### src/rtl/platform_scroll_gen_if.sv
// -----------------------------------------------------------------------------
// platform_scroll_gen_if
// Bundles the frame-timing input, the scroll request handshake and the
// platform row window that platform_scroll_gen drives toward VGA_Logic.
//
//   vsync           active-low vertical sync from VGA_Logic
//   scroll_req      scroll request, sampled every clock
//   scroll_ack      one-cycle pulse: request accepted
//   scrolling       high while the scroller is not idle
//   plataform_start first platform row
//   plataform_end   last platform row
//
// Modports:
//   master - the requester / timing side (drives vsync and scroll_req)
//   slave  - the scroll generator (drives ack, status and the row window)
// -----------------------------------------------------------------------------
interface platform_scroll_gen_if;
  logic       vsync;
  logic       scroll_req;
  logic       scroll_ack;
  logic       scrolling;
  logic [9:0] plataform_start;
  logic [9:0] plataform_end;

  modport master (
    output vsync,
    output scroll_req,
    input  scroll_ack,
    input  scrolling,
    input  plataform_start,
    input  plataform_end
  );

  modport slave (
    input  vsync,
    input  scroll_req,
    output scroll_ack,
    output scrolling,
    output plataform_start,
    output plataform_end
  );
endinterface

### src/rtl/platform_scroll_gen.sv
// -----------------------------------------------------------------------------
// platform_scroll_gen
// Produces the platform row window (plataform_start / plataform_end) used by
// VGA_Logic, on the 25 MHz pixel clock. An accepted scroll request moves the
// platform down by SCROLL_DIST rows, SCROLL_STEP rows per frame. All window
// and state updates happen on the vsync falling edge so a frame never shows
// a half-updated window.
//
// Ports:
//   clk     pixel clock (vga_clk)
//   reset   synchronous, active-high
//   freeze  (only with PLAT_FREEZE_EN) while high, frame ticks are ignored
//   bus     platform_scroll_gen_if.slave: vsync, scroll_req in;
//           scroll_ack, scrolling, plataform_start, plataform_end out
//
// Optional build macro: PLAT_FREEZE_EN adds the freeze input.
// -----------------------------------------------------------------------------
module platform_scroll_gen #(
  parameter int PLAT_START_INIT = 400,
  parameter int PLAT_THICK      = 16,
  parameter int SCROLL_STEP     = 2,
  parameter int SCROLL_DIST     = 96,
  parameter int V_VISIBLE       = 480
) (
  input  logic                 clk,
  input  logic                 reset,
`ifdef PLAT_FREEZE_EN
  input  logic                 freeze,
`endif
  platform_scroll_gen_if.slave bus
);

  localparam logic [9:0]  START_INIT = 10'(PLAT_START_INIT);
  localparam logic [9:0]  THICK_M1   = 10'(PLAT_THICK - 1);
  localparam logic [9:0]  END_INIT   = 10'(PLAT_START_INIT + PLAT_THICK - 1);
  localparam logic [9:0]  STEP       = 10'(SCROLL_STEP);
  localparam logic [9:0]  DIST       = 10'(SCROLL_DIST);
  localparam logic [10:0] VVIS       = 11'(V_VISIBLE);

  typedef enum logic [1:0] {
    IDLE   = 2'd0,
    SCROLL = 2'd1,
    SETTLE = 2'd2
  } state_t;

  state_t     state;
  logic       vsync_q;
  logic       pending;
  logic [9:0] remaining;
  logic [9:0] start_r;
  logic [9:0] end_r;
  logic       ack_r;
  logic       scrolling_r;

  logic       tick;
  logic       consume;
  logic       accept;
  logic [9:0] mv;
  logic [9:0] start_next;

  // Add with an 11-bit intermediate so the wrap compare sees the true sum.
  function automatic logic [9:0] wrap_add(input logic [9:0] base,
                                          input logic [9:0] delta);
    logic [10:0] sum;
    sum = {1'b0, base} + {1'b0, delta};
    if (sum >= VVIS) sum = sum - VVIS;
    return sum[9:0];
  endfunction

  always_comb begin
    tick = vsync_q & ~bus.vsync;
`ifdef PLAT_FREEZE_EN
    tick = tick & ~freeze;
`endif
    // Pending is consumed by a load in IDLE or SETTLE; a request on that
    // same cycle refills it, so a held request is re-accepted.
    consume    = tick & pending & (state != SCROLL);
    accept     = bus.scroll_req & (~pending | consume);
    mv         = (remaining < STEP) ? remaining : STEP;
    start_next = wrap_add(start_r, mv);
  end

  always_ff @(posedge clk) begin
    if (reset) begin
      state       <= IDLE;
      vsync_q     <= 1'b1;
      pending     <= 1'b0;
      remaining   <= '0;
      start_r     <= START_INIT;
      end_r       <= END_INIT;
      ack_r       <= 1'b0;
      scrolling_r <= 1'b0;
    end else begin
      vsync_q <= bus.vsync;
      ack_r   <= accept;

      if (accept)       pending <= 1'b1;
      else if (consume) pending <= 1'b0;

      if (tick) begin
        unique case (state)
          IDLE: begin
            if (pending) begin
              remaining   <= DIST;
              state       <= SCROLL;
              scrolling_r <= 1'b1;
            end
          end
          SCROLL: begin
            start_r   <= start_next;
            // End row is left unwrapped; rows past the visible area are
            // simply never drawn.
            end_r     <= start_next + THICK_M1;
            remaining <= remaining - mv;
            if (remaining == mv) state <= SETTLE;
          end
          SETTLE: begin
            if (pending) begin
              remaining <= DIST;
              state     <= SCROLL;
            end else begin
              state       <= IDLE;
              scrolling_r <= 1'b0;
            end
          end
          default: begin
            state       <= IDLE;
            scrolling_r <= 1'b0;
          end
        endcase
      end
    end
  end

  assign bus.scroll_ack      = ack_r;
  assign bus.scrolling       = scrolling_r;
  assign bus.plataform_start = start_r;
  assign bus.plataform_end   = end_r;

endmodule
### src/flat_wrapper.sv
// flat-port wrapper written by rule: the top's interface ports become plain ports
module platform_scroll_gen_flat 
#(
  parameter int PLAT_START_INIT = 400,
  parameter int PLAT_THICK      = 16,
  parameter int SCROLL_STEP     = 2,
  parameter int SCROLL_DIST     = 96,
  parameter int V_VISIBLE       = 480
)
  (clk, reset, bus_vsync, bus_scroll_req, bus_scroll_ack, bus_scrolling, bus_plataform_start, bus_plataform_end);
  platform_scroll_gen_if bus_i ();
  input  logic clk;
  input  logic reset;
  input wire logic [$bits(bus_i.vsync)-1:0] bus_vsync;
  input wire logic [$bits(bus_i.scroll_req)-1:0] bus_scroll_req;
  output wire logic [$bits(bus_i.scroll_ack)-1:0] bus_scroll_ack;
  output wire logic [$bits(bus_i.scrolling)-1:0] bus_scrolling;
  output wire logic [$bits(bus_i.plataform_start)-1:0] bus_plataform_start;
  output wire logic [$bits(bus_i.plataform_end)-1:0] bus_plataform_end;
  assign bus_i.vsync = bus_vsync;
  assign bus_i.scroll_req = bus_scroll_req;
  assign bus_scroll_ack = bus_i.scroll_ack;
  assign bus_scrolling = bus_i.scrolling;
  assign bus_plataform_start = bus_i.plataform_start;
  assign bus_plataform_end = bus_i.plataform_end;
  platform_scroll_gen #(.PLAT_START_INIT(PLAT_START_INIT), .PLAT_THICK(PLAT_THICK), .SCROLL_STEP(SCROLL_STEP), .SCROLL_DIST(SCROLL_DIST), .V_VISIBLE(V_VISIBLE)) u_core (.clk(clk), .reset(reset), .bus(bus_i));
endmodule
### config.mk
export PLATFORM = sky130hd
export DESIGN_NAME = platform_scroll_gen_flat
export DESIGN_NICKNAME = d
export VERILOG_FILES = /design/src/rtl/platform_scroll_gen_if.sv /design/src/rtl/platform_scroll_gen.sv /design/src/flat_wrapper.sv
export SDC_FILE = /design/constraint.sdc
export NUM_CORES = 1
export LEC_CHECK = 0
export ABC_AREA = 0
export CORE_MARGIN = 1.5
export CORE_UTILIZATION = 60
export CTS_CLUSTER_DIAMETER = 60
export DETAILED_ROUTE_END_ITERATION = 16
export PLACE_DENSITY = 0.84
export SLEW_MARGIN = 10
export SYNTH_ARGS = -nofsm -noshare
export SYNTH_HDL_FRONTEND = slang
export SYNTH_SLANG_ARGS = --single-unit
### constraint.sdc
create_clock -name clk -period 6.5 [get_ports clk]
set_clock_uncertainty 0.15 [all_clocks]
set_input_delay 0.65 -clock clk [delete_from_list [all_inputs] [get_ports clk]]
set_output_delay 0.65 -clock clk [all_outputs]
set_load 0.05 [all_outputs]
==> summary.md <==
| Metric | Value |
|---|---|
| R2R depth | `16` |
| Simple-gate share of the synthesized area | `26.63%` |
| Register area share after synthesis | `30.87%` |
| Power density over cell area | `between 200 and 250 mW/mm2` |
| CP dominant cell by count | `ha_1` |
| Antenna diode count | `0` |
| Worst skew pair latency | `0.29 ns` |
| Area Overhead vs Synth | `16.18%` |
| Layout cells sized above 1 | `7.937%` |
| H-tree Lvls | `2` |
| Lkg Pwr | `about 1.1 nW` |
| Largest family of logic cells by synthesized area | `simple AND/OR/NAND/NOR gates` |
| Placed Cells | `355` |
| Clock Tree Root | `clkbuf_8` |
| Worst vdd ir | `approximately 0.14 mV` |
| Yosys cell types | `61` |
| Slowest stage delay, CP | `0.47 ns` |
| Worst-margin pin slew | `between 0.7 and 0.8 ns` |
| R2R Setup Slk | `around 1.9 ns` |
| Crit path required time | `6.56 ns` |
| Vias | `2127` |
| WP data arrival | `~4.7 ns` |
| CTS tree | `built` |
| Yosys top cell area share | `between 30% and 40%` |
| HPWL after DPL | `3631 um` |
| Synth Area in Compound Gates | `23.53%` |
| Ys async rst share | `0%` |
| Syn Area/Cell | `8.192 um2` |
| Tot GR Track Use | `26.67%` |
| Post-Route WL | `5212 um` |
| CTS-repair resized insts | `0` |
| Yosys top cell by area | `dfxtp_1` |
| Initial drt markers | `145` |
| DRC errors left | `0` |
| Crit-path slowest cell | `or4b_1` |
| Ports | `26` |
| Hold buffers post-CTS | `0` |
| EDFF count, synth | `0` |
| Pre-Repair DR Iteration Count | `4` |
| Vias in the first global route | `a little under 2000` |
| Status | `finished, final reports clean` |
| #FFs+latches synth | `36` |
| Crit path cell chain | `or3_1 > or4_1 > nor3_1 > nand2b_1 > ha_1 > a21oi_1 > nand4b_1 > or4b_1 > nand3_1 > inv_1 > ha_1 > a21oi_2 > o21bai_4 > mux2i_2 > o31a_1 > nor4_2` |
| Final Critical Period | `4.611 ns` |
| Fin crit share | `70.94%` |
| WHS Path Cells | `2` |
| Endpoint, Worst Hold | `u_core.remaining[9]$_SDFFE_PP0P_` |
| Worst r2r src | `u_core.remaining[2]$_SDFFE_PP0P_` |
| Crit path max fanout | `8` |
| Main area contributors after synthesis | `dfxtp_1, ha_1, nor2_1` |
| Hold Crit Start | `u_core.remaining[9]$_SDFFE_PP0P_` |
| Rows | `22` |
| Synthesis warning total | `0` |
| Total CTS buffers | `5` |
| CTS clk-pin slew, worst paths | `roughly 0.080 ns` |
| Synth Area in XOR/XNOR | `5.145%` |
| Non-filler instance count after layout | `363` |
| WHS | `0.3025 ns` |
| Final core utilization | `73.54%` |
| Chip Width | `about 65 um` |
| Nets | `333` |
| FILL cells | `around 310` |
| Post-synthesis adder-cell area fraction | `8.360%` |
| Rel. slew slack | `between 40 and 50%` |
| WS Path Type | `flop to flop` |
| Vias per std cell | `5.860` |
| Fin. Hold Viols | `0` |
| Final setup fails | `0` |
| Top delay family on crit path | `simple AND/OR/NAND/NOR gates` |
| Largest net degree at the start of global routing | `37` |
| Port bufs | `25` |
| Cells after synthesis | `285` |
| Overflow after GRT | `0` |
| DIE AREA | `0.004275 mm2` |
| First-pass GRT wire length | `8928 um` |
| Core area | `0.003689 mm2` |
| Post CTS Setup Buffer Count | `0` |
| Worst path bufs/invs | `1` |
| Initial antenna violation count | `0` |
| Hold Crit Class | `flop to flop` |
| Chip Height | `65.38 um` |
| Routed WL per cell | `14.36 um` |
| Clk buf depth | `2` |
| Setup TNS | `0 ns` |
| RSZ-0062 raised after global routing | `false` |
| Crit path launch type | `flop` |
| Clock sinks | `36` |
| Antenna viol nets, final | `0` |
| Max-cap violation count | `0` |
| Mapped cell area | `0.002335 mm2` |
| Post-synthesis mux area share | `~1.4%` |
| F_max | `216.9 MHz` |
| R2r endpoint | `u_core.bus.plataform_end[9]$_SDFFE_PP0P_` |
| Top_reg_cell synth | `dfxtp_1` |
| Most frequent cells in the layout | `nor2_1, dfxtp_1, a21oi_1` |
| Pwr Total | `0.0005643 W` |
| Crit end category | `flop` |
| Placer Congestion | `slightly below 0.9` |
| Initial core utilization | `63.30%` |
| Max-slew violations | `0` |
| Most common cell after layout, fill and taps aside | `nor2_1` |
==> routing by layer <==
metal	up-vias	global-route usage (%)	routed length, um
met1	992	35.24	2529
met4	0	6.250	45
met2	50	45.03	2402
li1	1079	-	-
met5	-	0	0
met3	6	5.137	235
==> report_power, final <==
part	leakage (nW)	total [W]	switching, W	internal [W]
Combinational	0.728	0.000162	0.000101	0.0000616
Sequential	0.292	0.000232	0.00000504	0.000227
Clock	0.0445	0.000170	0.0000837	0.0000862
==> through the flow <==
step | cell area [um2] | worst slack [ns]
2_1_floorplan | 2361 | 2.244
6_report | 2713 | 1.889
3_5_place_dp | 2619 | 1.941
3_3_place_gp | 2619 | 2.070
5_1_grt | 2713 | 1.534
4_1_cts | 2713 | 1.901
==> cell usage after synthesis, types with 2 or more instances <==
master    instances
xor2_1            7
nand2b_1          3
o21a_1            3
nor3b_1           2
nand3_1           6
ha_1             14
a211oi_1          4
conb_1            2
nand3b_1          2
or3_1             6
nor2b_1           6
clkbuf_1          8
a211o_1           6
a211oi_2          2
dfxtp_1          36
a22oi_1           5
inv_1             7
nor3_1           10
nand4b_1          2
mux2i_1           2
a21o_2            2
a21o_1            3
xnor2_2           2
o31ai_1           3
nor2_1           38
a21oi_1          28
o21ai_0          16
or4_1             4
nand2_1          22
xnor2_1           3
==> area by class of cell <==
cell class | instances | area [um2] | share of cell area, %
well taps | 48 | 60.06 | 2.214
clock inverters | 1 | 7.507 | 0.2768
repair buffers | 26 | 257.7 | 9.502
inverters | 7 | 26.28 | 0.9686
multi-input cells | 238 | 1554 | 57.29
clock buffers | 7 | 86.33 | 3.183
flip-flops and latches | 36 | 720.7 | 26.57
==> tightest hold or removal path, delay by kind of cell, from the launching register on <==
kind            cells  cell delay [ns]
compound gates      1             0.04
buf+inv             1             0.05
flops               1             0.32
==> registers in the layout (all words and copies together) (netlist names) <==
register	flops
u_core.bus.plataform_start	10
u_core.bus.plataform_end	10
u_core.state	2
u_core.remaining	10
u_core.pending	1
u_core.bus.scroll_ack	1
u_core.bus.scrolling	1
u_core.vsync_q	1
==> worst max-delay path by stage <==
stage	from	endpoint	slack (ns)	cells after the start
floorplan	u_core.remaining[2]$_SDFFE_PP0P_	u_core.bus.plataform_end[9]$_SDFFE_PP0P_	2.24	16
global placement	u_core.remaining[2]$_SDFFE_PP0P_	u_core.bus.plataform_end[9]$_SDFFE_PP0P_	2.07	16
detailed placement	u_core.remaining[2]$_SDFFE_PP0P_	u_core.bus.plataform_end[9]$_SDFFE_PP0P_	1.94	16
CTS	u_core.remaining[2]$_SDFFE_PP0P_	u_core.bus.plataform_end[9]$_SDFFE_PP0P_	1.90	16
global route	u_core.remaining[2]$_SDFFE_PP0P_	u_core.bus.plataform_end[9]$_SDFFE_PP0P_	1.53	16
finish	u_core.remaining[2]$_SDFFE_PP0P_	u_core.bus.plataform_end[9]$_SDFFE_PP0P_	1.89	16
==> kinds of logic (layout without fill, tap and decap cells) <==
| logic type | count (synthesis) | in the layout |
|---|---|---|
| AO/OA/AOI/OAI | 82 | 82 |
| XOR/XNOR | 12 | 12 |
| adder cells (fa/ha/maj) | 15 | 15 |
| buffers and inverters | 18 | 41 |
| flip-flops | 36 | 36 |
| multiplexers | 3 | 3 |
| other | 2 | 9 |
| AND/OR/NAND/NOR | 117 | 117 |
(Power assumes the default switching activity.)
